### src/rtl/align_pipe_if.sv
// Handshake and datapath bundle for align_pipe.
// The slave modport is the pipeline side; the master modport is the producer/consumer side.
interface align_pipe_if #(
  parameter int LANES     = 4,
  parameter int PP_W      = 3,
  parameter int EXP_W     = 6,
  parameter int SHIFT_MAX = 11
);
  localparam int OUT_W = 1 + PP_W + SHIFT_MAX;

  logic                        i_valid;
  logic                        o_in_ready;
  logic [LANES*(PP_W+1)-1:0]   i_pp;
  logic [LANES*EXP_W-1:0]      i_exp;
  logic                        i_use_ext;
  logic [EXP_W-1:0]            i_ext_max;
  logic                        o_valid;
  logic                        i_out_ready;
  logic [LANES*OUT_W-1:0]      o_align_pp;
  logic [LANES-1:0]            o_sticky;
  logic [LANES-1:0]            o_ovf;
  logic [EXP_W-1:0]            o_max_exp;

  modport slave (
    input  i_valid, i_pp, i_exp, i_use_ext, i_ext_max, i_out_ready,
    output o_in_ready, o_valid, o_align_pp, o_sticky, o_ovf, o_max_exp
  );

  modport master (
    output i_valid, i_pp, i_exp, i_use_ext, i_ext_max, i_out_ready,
    input  o_in_ready, o_valid, o_align_pp, o_sticky, o_ovf, o_max_exp
  );
endinterface

### src/rtl/align_pipe.sv
// Two-stage partial-product aligner: stage 1 picks the alignment exponent,
// stage 2 shifts each lane's mantissa into a fixed-point field and applies its sign.
module align_pipe #(
  parameter int LANES     = 4,
  parameter int PP_W      = 3,
  parameter int EXP_W     = 6,
  parameter int SHIFT_MAX = 11
) (
  input logic         i_clk,
  input logic         i_rst_n,
  align_pipe_if.slave bus
);
  localparam int OUT_W  = 1 + PP_W + SHIFT_MAX;
  localparam int FLD_W  = PP_W + SHIFT_MAX;
  localparam int LANE_W = PP_W + 1;

  logic                      s1Valid_q;
  logic [LANES*LANE_W-1:0]   s1Pp_q;
  logic [LANES*EXP_W-1:0]    s1Exp_q;
  logic                      s1UseExt_q;
  logic [EXP_W-1:0]          s1E_q;
  logic [EXP_W-1:0]          s1E_d;
  logic [EXP_W-1:0]          intMax;

  logic                      s2Valid_q;
  logic [LANES*OUT_W-1:0]    s2Align_q, s2Align_d;
  logic [LANES-1:0]          s2Sticky_q, s2Sticky_d;
  logic [LANES-1:0]          s2Ovf_q, s2Ovf_d;
  logic [EXP_W-1:0]          s2MaxExp_q;

  logic                      s2Load;
  logic                      s1Advance;
  logic                      s1Load;

  logic [PP_W-1:0]           mant;
  logic                      sign;
  logic [EXP_W-1:0]          laneExp;
  logic [EXP_W-1:0]          diff;
  logic [2*FLD_W-1:0]        shifted;
  logic [FLD_W-1:0]          fld;
  logic                      stick;

  assign s2Load         = !s2Valid_q || bus.i_out_ready;
  assign s1Advance      = !s1Valid_q || s2Load;
  assign s1Load         = s1Advance && bus.i_valid;
  assign bus.o_in_ready = s1Advance;

  // Lanes with a zero mantissa contribute nothing, so they must not set the alignment point.
  always_comb begin
    intMax = '0;
    for (int k = 0; k < LANES; k++) begin
      if ((|bus.i_pp[k*LANE_W +: PP_W]) && (bus.i_exp[k*EXP_W +: EXP_W] > intMax)) begin
        intMax = bus.i_exp[k*EXP_W +: EXP_W];
      end
    end
    s1E_d = bus.i_use_ext ? bus.i_ext_max : intMax;
  end

  always_ff @(posedge i_clk or negedge i_rst_n) begin
    if (!i_rst_n) begin
      s1Valid_q  <= 1'b0;
      s1Pp_q     <= '0;
      s1Exp_q    <= '0;
      s1UseExt_q <= 1'b0;
      s1E_q      <= '0;
    end else begin
      if (s1Advance) begin
        s1Valid_q <= bus.i_valid;
      end
      if (s1Load) begin
        s1Pp_q     <= bus.i_pp;
        s1Exp_q    <= bus.i_exp;
        s1UseExt_q <= bus.i_use_ext;
        s1E_q      <= s1E_d;
      end
    end
  end

  // The mantissa sits above FLD_W guard zeros so everything shifted past bit 0 feeds sticky.
  always_comb begin
    s2Align_d  = '0;
    s2Sticky_d = '0;
    s2Ovf_d    = '0;
    mant       = '0;
    sign       = 1'b0;
    laneExp    = '0;
    diff       = '0;
    shifted    = '0;
    fld        = '0;
    stick      = 1'b0;
    for (int k = 0; k < LANES; k++) begin
      mant    = s1Pp_q[k*LANE_W +: PP_W];
      sign    = s1Pp_q[k*LANE_W + PP_W];
      laneExp = s1Exp_q[k*EXP_W +: EXP_W];
      diff    = s1E_q - laneExp;
      shifted = {mant, {(SHIFT_MAX + FLD_W){1'b0}}} >> diff;
      fld     = '0;
      stick   = 1'b0;
      if (laneExp > s1E_q) begin
        s2Ovf_d[k] = s1UseExt_q;
      end else if (32'(diff) >= FLD_W) begin
        stick = |mant;
      end else begin
        fld   = shifted[2*FLD_W-1 -: FLD_W];
        stick = |shifted[FLD_W-1:0];
      end
      s2Sticky_d[k]               = stick;
      s2Align_d[k*OUT_W +: OUT_W] = sign ? ((~{1'b0, fld}) + OUT_W'(1)) : {1'b0, fld};
    end
  end

  always_ff @(posedge i_clk or negedge i_rst_n) begin
    if (!i_rst_n) begin
      s2Valid_q  <= 1'b0;
      s2Align_q  <= '0;
      s2Sticky_q <= '0;
      s2Ovf_q    <= '0;
      s2MaxExp_q <= '0;
    end else if (s2Load) begin
      s2Valid_q <= s1Valid_q;
      if (s1Valid_q) begin
        s2Align_q  <= s2Align_d;
        s2Sticky_q <= s2Sticky_d;
        s2Ovf_q    <= s2Ovf_d;
        s2MaxExp_q <= s1E_q;
      end
    end
  end

  assign bus.o_valid    = s2Valid_q;
  assign bus.o_align_pp = s2Align_q;
  assign bus.o_sticky   = s2Sticky_q;
  assign bus.o_ovf      = s2Ovf_q;
  assign bus.o_max_exp  = s2MaxExp_q;
endmodule

### src/flat_wrapper.sv
// flat-port wrapper written by rule: the top's interface ports become plain ports
module align_pipe_flat 
#(
  parameter int LANES     = 4,
  parameter int PP_W      = 3,
  parameter int EXP_W     = 6,
  parameter int SHIFT_MAX = 11
)
  (i_clk, i_rst_n, bus_i_valid, bus_i_pp, bus_i_exp, bus_i_use_ext, bus_i_ext_max, bus_i_out_ready, bus_o_in_ready, bus_o_valid, bus_o_align_pp, bus_o_sticky, bus_o_ovf, bus_o_max_exp);
  align_pipe_if #(.LANES(LANES), .PP_W(PP_W), .EXP_W(EXP_W), .SHIFT_MAX(SHIFT_MAX)) bus_i ();
  input logic i_clk;
  input logic i_rst_n;
  input wire logic [$bits(bus_i.i_valid)-1:0] bus_i_valid;
  input wire logic [$bits(bus_i.i_pp)-1:0] bus_i_pp;
  input wire logic [$bits(bus_i.i_exp)-1:0] bus_i_exp;
  input wire logic [$bits(bus_i.i_use_ext)-1:0] bus_i_use_ext;
  input wire logic [$bits(bus_i.i_ext_max)-1:0] bus_i_ext_max;
  input wire logic [$bits(bus_i.i_out_ready)-1:0] bus_i_out_ready;
  output wire logic [$bits(bus_i.o_in_ready)-1:0] bus_o_in_ready;
  output wire logic [$bits(bus_i.o_valid)-1:0] bus_o_valid;
  output wire logic [$bits(bus_i.o_align_pp)-1:0] bus_o_align_pp;
  output wire logic [$bits(bus_i.o_sticky)-1:0] bus_o_sticky;
  output wire logic [$bits(bus_i.o_ovf)-1:0] bus_o_ovf;
  output wire logic [$bits(bus_i.o_max_exp)-1:0] bus_o_max_exp;
  assign bus_i.i_valid = bus_i_valid;
  assign bus_i.i_pp = bus_i_pp;
  assign bus_i.i_exp = bus_i_exp;
  assign bus_i.i_use_ext = bus_i_use_ext;
  assign bus_i.i_ext_max = bus_i_ext_max;
  assign bus_i.i_out_ready = bus_i_out_ready;
  assign bus_o_in_ready = bus_i.o_in_ready;
  assign bus_o_valid = bus_i.o_valid;
  assign bus_o_align_pp = bus_i.o_align_pp;
  assign bus_o_sticky = bus_i.o_sticky;
  assign bus_o_ovf = bus_i.o_ovf;
  assign bus_o_max_exp = bus_i.o_max_exp;
  align_pipe #(.LANES(LANES), .PP_W(PP_W), .EXP_W(EXP_W), .SHIFT_MAX(SHIFT_MAX)) u_core (.i_clk(i_clk), .i_rst_n(i_rst_n), .bus(bus_i));
endmodule
### config.mk
export PLATFORM = sky130hd
export DESIGN_NAME = align_pipe_flat
export DESIGN_NICKNAME = d
export VERILOG_FILES = /design/src/rtl/align_pipe_if.sv /design/src/rtl/align_pipe.sv /design/src/flat_wrapper.sv
export SDC_FILE = /design/constraint.sdc
export NUM_CORES = 1
export LEC_CHECK = 0
export CAP_MARGIN = 10
export CORE_MARGIN = 4
export CORE_UTILIZATION = 54
export DETAILED_ROUTE_END_ITERATION = 16
export PLACE_DENSITY = 0.79
export SLEW_MARGIN = 0
export SYNTH_ARGS = -nofsm -noshare
export SYNTH_HDL_FRONTEND = slang
export SYNTH_SLANG_ARGS = --single-unit
### constraint.sdc
create_clock -name i_clk -period 7.1 [get_ports i_clk]
set_input_delay 1.065 -clock i_clk [delete_from_list [all_inputs] [get_ports i_clk]]
set_output_delay 1.065 -clock i_clk [all_outputs]
set_load 0.02 [all_outputs]
# [Yosys cells after proc, flatten, opt, wreduce, memory -nomap -nowiden]
# Cells that the tools add are included.
[totals] elab_cells=89 reg_bits=123 input_bits=51 output_inout_bits=76
[classes] n_reduce_logical=22 addsub=8 muxes=29 order_cmp=12 shift=4 bitwise=4
[ops] operator="2-to-1 mux 14 bit" n=8
[ops] operator="right shift 28 x 6 -> 28 bit" n=4
[ops] operator="adder 15 x 1 -> 15 bit (second input constant)" n=4
[ops] operator="2-to-1 mux 15 bit" n=4
[ops] operator="inverter 14 -> 15 bit" n=4
[ops] operator="OR reduction 14 bit" n=4
[ops] operator="> comparator 6 bit" n=7
[ops] operator="2-to-1 mux 6 bit" n=5
[ops] operator=">= comparator 6 x 4 -> 1 bit (second input constant)" n=4
[ops] operator="OR reduction 3 bit" n=8
[ops] operator="subtractor 6 bit" n=4
[ops] operator="2-to-1 mux 1 bit" n=12
[ops] operator="> comparator 6 x 1 -> 1 bit (second input constant)" n=1
[ops] operator="logical AND 1 bit" n=5
[ops] operator="logical NOT 1 bit" n=2
[ops] operator="logical OR 1 bit" n=2
[ops] operator="AND reduction 2 bit" n=1

# [Longest topological paths before layout]
# Gate-level depths: netlist (run 1).
[logic_depth] ltp_word=13 mapped_depth=29 mapped_depth_nobuf=26

# [Least setup slack after synthesis (run 1)]
# Ideal clock, no wire load.
[synth_timing] path_kind="in2reg" startpoint="input bus_i_pp[1]" endpoint="register u_core.s1E_q[3]" path_stages=26 n_path_buf=4 required_ns=6.959 t_arrival_ns=6.083 setup_ns=0.141 setup_slack_ns=0.876 path_cell_list="or3_1 > clkbuf_1 > nand2_1 > ha_1 > and3_1 > a41o_1 > a31oi_1 > clkbuf_1 > a21oi_1 > a31oi_1 > ha_1 > and3_1 > o21ai_0 > nand2b_1 > a31oi_1 > o21a_1 > clkbuf_1 > nor3_1 > or2_2 > ha_1 > and4_1 > a221oi_1 > a311oi_1 > or3_1 > clkbuf_1 > o221ai_1"
[synth_via] elab_chain_len=13
[synth_rtl] item="start, declared" line="flat_wrapper.sv:14" rtl="input wire logic [$bits(bus_i.i_pp)-1:0] bus_i_pp;"
[synth_rtl] item="OR reduction 3 bit *" line="align_pipe.sv:52" rtl="if ((|bus.i_pp[k*LANE_W +: PP_W]) && (bus.i_exp[k*EXP_W +: EXP_W] > intMax)) begin"
[synth_rtl] item="logical AND 1 bit *" line="align_pipe.sv:52"
[synth_rtl] item="2-to-1 mux 6 bit *" line="align_pipe.sv:52"
[synth_rtl] item="> comparator 6 bit" line="align_pipe.sv:52"
[synth_rtl] item="logical AND 1 bit" line="align_pipe.sv:52"
[synth_rtl] item="2-to-1 mux 6 bit *" line="align_pipe.sv:52"
[synth_rtl] item="> comparator 6 bit" line="align_pipe.sv:52"
[synth_rtl] item="logical AND 1 bit" line="align_pipe.sv:52"
[synth_rtl] item="2-to-1 mux 6 bit *" line="align_pipe.sv:52"
[synth_rtl] item="> comparator 6 bit" line="align_pipe.sv:52"
[synth_rtl] item="logical AND 1 bit" line="align_pipe.sv:52"
[synth_rtl] item="2-to-1 mux 6 bit *" line="align_pipe.sv:52"
[synth_rtl] item="2-to-1 mux 6 bit *" line="align_pipe.sv:56" rtl="s1E_d = bus.i_use_ext ? bus.i_ext_max : intMax;"
[synth_rtl] item="end signal, assigned" line="align_pipe.sv:65" rtl="s1E_q <= '0;"
[synth_rtl] item="end signal, assigned" line="align_pipe.sv:74" rtl="s1E_q <= s1E_d;"
[synth_rtl] item="end, declared" line="align_pipe.sv:21" rtl="logic [EXP_W-1:0] s1E_q;"
# Every way passes the cells marked *; elsewhere a longest branch is shown, timed or not.
# A chain may end at the register's enable or synchronous reset.

# [Worst setup path after layout (run 1)]
# Same ends and word-level chain as after synthesis.

==> results of run 1 <==
-- worst max-delay path by stage --
stage | startpoint | end | slack (ns) | depth (start not counted)
after floorplan | bus_i_pp[1] | u_core.s1E_q[3] | 0.88 | 26
after global placement | bus_i_pp[1] | u_core.s1E_q[3] | 0.28 | 24
after detailed placement | bus_i_pp[1] | u_core.s1E_q[3] | 0.14 | 24
after CTS | bus_i_pp[1] | u_core.s1E_q[3] | 0.55 | 24
after global routing | bus_i_pp[1] | u_core.s1E_q[3] | 0.06 | 24
final | bus_i_pp[1] | u_core.s1E_q[3] | 0.45 | 24
-- worst reg2reg max path: cells and delay by family, from the launching register on --
| family | cells | cell delay (ns) |
|---|---|---|
| adders and majority gates | 3 | 0.92 |
| AOI/OAI and AO/OA | 2 | 0.57 |
| and+or+nand+nor | 5 | 1.36 |
| DFF | 1 | 0.37 |
| xor gates and xnor gates | 1 | 0.70 |
| buffers and inverters | 2 | 0.33 |
-- state kept, by name (all words and copies together), names as in the netlist --
signal and flops:
u_core.s1Pp_q 16, u_core.bus.o_max_exp 6, u_core.s1Valid_q 1, u_core.bus.o_sticky 4
u_core.s1E_q 6, u_core.bus.o_align_pp 60, u_core.bus.o_ovf 4, u_core.s1UseExt_q 1
u_core.bus.o_valid 1, u_core.s1Exp_q 24
-- logic make-up (layout without fill, tap and decap cells) --
kind of cell | Yosys count | count (layout) | synth area share [%]
muxes | 60 | 60 | 6.93
DFF | 123 | 123 | 32.4
xor gates and xnor gates | 32 | 32 | 3.19
AOI/OAI and AO/OA | 357 | 357 | 25.3
and+or+nand+nor | 404 | 404 | 20.6
adders and majority gates | 49 | 49 | 6.77
buffers and inverters | 114 | 207 | 4.78
-- per-stage QoR --
stage | std cells | util, % | hold slack (ns) | total power [mW] | instance area, um^2
after floorplan | 1139 | - | 0.454 | 2.95 | 9500
after global placement | 1427 | 62.5 | 0.454 | 3.61 | 10800
after detailed placement | 1427 | 62.5 | 0.463 | 3.65 | 10800
after CTS | 1457 | 65.6 | 0.477 | 4.48 | 11400
after global routing | 1457 | 65.6 | 0.508 | 4.83 | 11400
final | 1457 | 65.6 | 0.472 | 4.50 | 11400
-- Yosys cell counts, types with 4 or more instances --
cell	number
clkbuf_1	59
a31oi_1	24
o31ai_1	26
nor3_1	40
and2_1	8
nand3b_1	6
a41oi_1	4
nand4_1	7
fa_1	4
o21ai_0	75
or3_1	15
a22oi_1	4
a211o_1	5
a21boi_0	5
o221ai_1	4
dfrtp_1	123
o211ai_1	13
ha_1	45
nand2_1	151
a211oi_1	12
nand3_1	18
xor2_1	11
o311ai_0	5
xnor2_1	18
and3_1	11
nor2_1	73
o21a_1	17
mux2i_1	14
o21ai_1	5
o41ai_1	5
nand2b_1	18
or2_2	13
a21oi_1	81
o22ai_1	12
a21o_1	13
mux2_2	46
inv_1	44
nor4_1	8
buf_2	5
nor2b_1	18
-- final cells by class --
| class | instances | area (um^2) | area share, % |
|---|---|---|---|
| clock inverter | 8 | 70.1 | 0.617 |
| clock buffer | 22 | 474 | 4.18 |
| sequential | 123 | 3080 | 27.1 |
| timing repair buffer | 132 | 1300 | 11.5 |
| inverter | 45 | 169 | 1.49 |
| multi-input combinational | 902 | 5980 | 52.6 |
| tap | 225 | 282 | 2.48 |
-- metal layers --
layer	vias up	share of wire [%]	wire (um)	global-route usage, %
met1	4171	48	12300	39.3
met4	0	1.5	391	7.34
met3	29	6.5	1650	4.88
met5	-	0	0	0
li1	4338	-	-	-
met2	321	44	11100	37.8
-- power by group through the flow --
stage	combinational [mW]	clock, mW	sequential (mW)
2_1_floorplan	1.88	0	1.07
3_3_place_gp	2.61	0	1.00
3_5_place_dp	2.65	0	1.00
4_1_cts	2.66	0.825	0.993
5_1_grt	2.96	0.854	1.02
6_report	2.70	0.808	0.993
==> impl_results.md, run 1 <==
- Vias in the first global route: a little under 8000
- CTS tree: built
- Global-route wire length before repair: ~42 mm
- Synth top area share: around 32%
- Post-layout min period: 6.65 ns
- RSZ-0062 raised after global routing: false
- Sw power: 2.11 mW
- Post-CTS Repair Setup Buffers: 0
- Achievable Freq: around 0.15 GHz
- CTS root buf: clkbuf_16
- Synth Cell Area: approximately 9500 um^2
- WL final: 25.4 mm
- Drc violations: 0
- Critical path required time: 7.36 ns
- Diode count: 0
- Die area: 19800 um^2
- Via-to-Cell Ratio: about 6.1
- Routed Antenna Nets: 0
- Fin. max-slew vios: 0
- Num CTS Buffers: 17
- H-tree depth: 4
- Net Sw Frac: between 40 and 50%
- # resized after CTS: 0
- Sequential share of power: ~22%
- Clock slew at reported path FFs: around 0.06 ns
- Buffers on Ports: between 100 and 150
- Commonest cells after routing, fill and taps aside: 149 x nand2_1, 125 x clkdlybuf4s50_1, 123 x dfrtp_1
- Synth Area per Inst: approximately 8.3 um^2
- Synth Flop Type: dfrtp_1
- Crit path kind: in -> reg
- Crit-path slowest cell: a311oi_1
- Register bit total from synthesis: 123
- Setup crit end kind: flip-flop
- Wire per inst: ~17 um
- Initial DRC count: between 700 and 800
- Synthesized Nets: approximately 1200
- Tcrit/Tclk final: 93.7%
- Hold EP: u_core.bus.o_align_pp[14]
- Clock share of power: 18.0%
- Power Density: between 300 and 400 nW/um^2
- Logic gate share of total power: roughly 60%
- I/O pin count: 127
- Gpl congestion: roughly 0.98
- Clock buffer depth: 2
- Synth unique cells: 88
- Worst vdd ir: approximately 0.00024 V
- Critical-path cell list: clkdlybuf4s50_1, or3_1, nand2_1, ha_1, and3_1, a41o_1, a31oi_1, buf_4, a21oi_1, a31oi_1, ha_1, and3_1, o21ai_0, nand2b_1, a31oi_1, o21a_1, nor3_1, or2_2, ha_1, and4_1, a221oi_1, a311oi_1, or3_1, o221ai_1
- Worst R2R Path Depth: 13
- Nets: 1321
- FFs w/ async S/R, synth: 100%
- Hold_buf cts: 0
- Worst Path Arrival: 6.91 ns
- Outcome: completed
- Die height: between 100 and 150 um
- Dpl hpwl: approximately 19 mm
- Critical R2R Capture: u_core.bus.o_align_pp[25]
- Flop2flop setup slack: ~2.8 ns
- Lkg Pwr: 4.68 nW
- Layout area overhead: 19.5%
- Initial DRT Pass Iterations: 6
- Cell count after synthesis: 1139
- Largest area contributor in the netlist: dfrtp_1
- Global route overflow: 0
- Setup ws final: approximately 0.45 ns
- Int Power: approximately 2.4 mW
- Chip width: ~140 um
- Worst Hold Depth: 2
- Core outline area: approximately 17000 um^2
- Initial antenna violation count: 0
- Largest net degree at the start of global routing: ~110
- Sequential area share after synthesis: approximately 32%
- Final Hold Fails: 0
- Post-synth EDFFs: 0
- # fillers: ~1500
- Most common cell after layout, fill and taps aside: nand2_1
- Std cell rows: 48
- Critical path launch point type: input pin
- Max_cap viols: 0
- Setup TNS: 0 ns
- Layout cell share with drive strength beyond 1: between 10% and 20%
- Max Clock Skew: 0.0103 ns
- Syn. warnings: 0
- Via count: 8859
- Worst slew pin tran: 1.09 ns
- Setup Viol. Count Final: 0
- Max_slew headroom: 27.4%
- Pre-CTS setup slack: ~0.14 ns
- Largest cells by area after synthesis: dfrtp_1 32%, nand2_1 6.0%, ha_1 5.9%
- Crit path max-delay family: compound AO/OA/AOI/OAI gates
- Min-delay worst type: reg -> reg
- Clk_lat worst skew: approximately 0.42 ns
- Sink Count: between 100 and 150
- Max incr delay on CP: about 0.77 ns
- Total GRT Usage: about 26%
- Crit-path max FO: 11
- Reg-to-Reg Start: u_core.s1E_q[0]
- Startpoint of the worst hold path: u_core.bus.o_align_pp[14]
- Buf+Inv Stages, Crit Path: 2
- Initial core utilization: between 50% and 60%
No activity file was read; power rests on OpenSTA's default activity.
==> run 2, diff against run 1 <==
Clock period 7.1 ns to 6.8 ns, I/O delays scaled along.
==> impl_results.md, run 2 (synthesis gave the netlist of run 1 again) <==
- Int Power: roughly 2.5 mW
- Achievable Freq: 0.155 GHz
- Setup Viol. Count Final: 0
- Reg-to-Reg Start: u_core.s1E_q[0]
- Critical-path cell list: clkdlybuf4s50_1, or3_1, nand2_1, ha_1, and3_1, a41o_1, a31oi_2, a21oi_1, a31oi_1, ha_1, and3_1, and3_1, nand2_1, a21o_1, nand2_1, o21a_1, or2_2, ha_1, a21o_1, a21o_1, a221oi_1, a311oi_2, or3_4, o31ai_1
- WHS: around 0.47 ns
- Most common cell after layout, fill and taps aside: nand2_1
- Tcrit/Tclk final: 94.6%
- Diode count: 0
- Crit-path max FO: 10
- I/O pin count: about 130
- Worst slew pin tran: 1.09 ns
- Total power: 4.75 mW
- Via count: around 9000
- Flop2flop setup slack: between 2 and 2.5 ns
- Logic gate share of total power: approximately 60%
- Initial antenna violation count: 0
- Post-CTS Repair Setup Buffers: 0
- RSZ-0062 raised after global routing: false
- CTS root buf: clkbuf_16
- Final Hold Fails: 0
- Via-to-Cell Ratio: 6.21
- Buffers on Ports: 126
- Outcome: completed
- Num CTS Buffers: 17
- Max_cap viols: 0
- Finished Cell Area: approximately 11000 um^2
- Post-layout min period: 6.43 ns
- Layout cell share with drive strength beyond 1: 10.6%
- Die area: 19800 um^2
- Placed cell area: about 11000 um^2
- Initial core utilization: 54.9%
- Worst Path Arrival: between 6 and 7 ns
- Max Clock Skew: ~0.0078 ns
- H-tree depth: 4
- Chip width: about 140 um
- Power Density: between 400 and 500 nW/um^2
- Commonest cells after routing, fill and taps aside: 149 x nand2_1, 125 x clkdlybuf4s50_1, 123 x dfrtp_1
- Lkg Pwr: around 4.7 nW
- Routed Antenna Nets: 0
- Largest net degree at the start of global routing: ~110
- Nets: between 1000 and 1500
- Clock buffer depth: 2
- Sink Count: about 120
- Setup crit end kind: flip-flop
- Setup TNS: 0 ns
- Global-route wire length before repair: ~43 mm
- Sw power: about 2.2 mW
- # resized after CTS: 0
- Critical path required time: 7.11 ns
- Setup ws final: 0.368 ns
- Critical path launch point type: input pin
- Crit path kind: in -> reg
- Max incr delay on CP: 0.49 ns
- Min-delay worst type: reg -> reg
- Worst vdd ir: 0.000254 V
- Hold_buf cts: 0
- Startpoint of the worst hold path: u_core.bus.o_align_pp[14]
- Dpl hpwl: roughly 19 mm
- Initial DRC count: around 800
- Drc violations: 0
- Pre-CTS setup slack: -0.330 ns
- Sequential share of power: between 20% and 30%
- WL final: about 26 mm
- Crit-path slowest cell: or3_1
- Die height: around 140 um
- Core outline area: ~17000 um^2
- Max reg flops: 60
- Worst Setup SP: bus_i_pp[1]
- Fin. max-slew vios: 0
- Layout area overhead: 19.8%
- Gpl congestion: slightly below 1
- Clk_lat worst skew: ~0.42 ns
- CTS tree: built
- Std cell rows: 48
- Total GRT Usage: 26.1%
- Global route overflow: 0
- Clock share of power: between 10% and 20%
- Initial DRT Pass Iterations: 5
- Vias in the first global route: between 8000 and 9000
- Wire per inst: ~18 um
- Max_slew headroom: between 20 and 30%
- Net Sw Frac: 47.2%
- Clock slew at reported path FFs: roughly 0.06 ns
## run 2: cell types whose count changed in the layout (fill, tap and decap cells not counted), sizes merged
cell	change
clkinv	-2
clkinvlp	+1
## run 2: power groups by stage
stage | clock network (mW) | logic (mW) | registers (mW)
after floorplan | 0 | 1.96 | 1.12
after global placement | 0 | 2.72 | 1.04
after detailed placement | 0 | 2.77 | 1.05
after CTS | 0.866 | 2.80 | 1.04
after global routing | 0.901 | 3.12 | 1.06
final | 0.857 | 2.86 | 1.04
## run 2: worst paths after layout
check                                            end  cells past startpoint
hold / removal             u_core.bus.o_align_pp[14]                      2
min in group asynchronous  u_core.bus.o_align_pp[32]                      1
setup / recovery                     u_core.s1E_q[0]                     24
setup reg to reg           u_core.bus.o_align_pp[25]                     13
hold reg to reg            u_core.bus.o_align_pp[14]                      2
max in group asynchronous  u_core.bus.o_align_pp[56]                      2
## run 2: per-stage QoR
step | instances | util [%]
global placement | 1427 | 62.5
global route | 1456 | 65.8
detailed placement | 1427 | 62.5
floorplan | 1139 | -
finish | 1456 | 65.8
CTS | 1456 | 65.7
## run 2: final cells by class
type                            count  area, um^2
Clock buffer                       22         484
Tap cell                          225         282
Clock inverter                      7        67.6
Multi-Input combinational cell    902        5990
Sequential cell                   123        3080
Inverter                           45         169
Fill cell                        1521        5920
Timing Repair Buffer              132        1300
## run 2: critical path, delay by kind of cell
family                   cells  cell delay (ns)
AND/OR/NAND/NOR              9             2.18
adder cells (fa/ha/maj)      3             0.75
buffers and inverters        1             0.41
AO/OA/AOI/OAI               11             2.38
## run 2: metal layers
metal / global-route usage, % / wire length [um] / up-vias
met5: 0 / 0 / -
met4: 8.01 / 638 / 0
met3: 4.68 / 1850 / 42
met2: 40.6 / 11700 / 399
met1: 37.4 / 12000 / 4253
li1: - / - / 4341
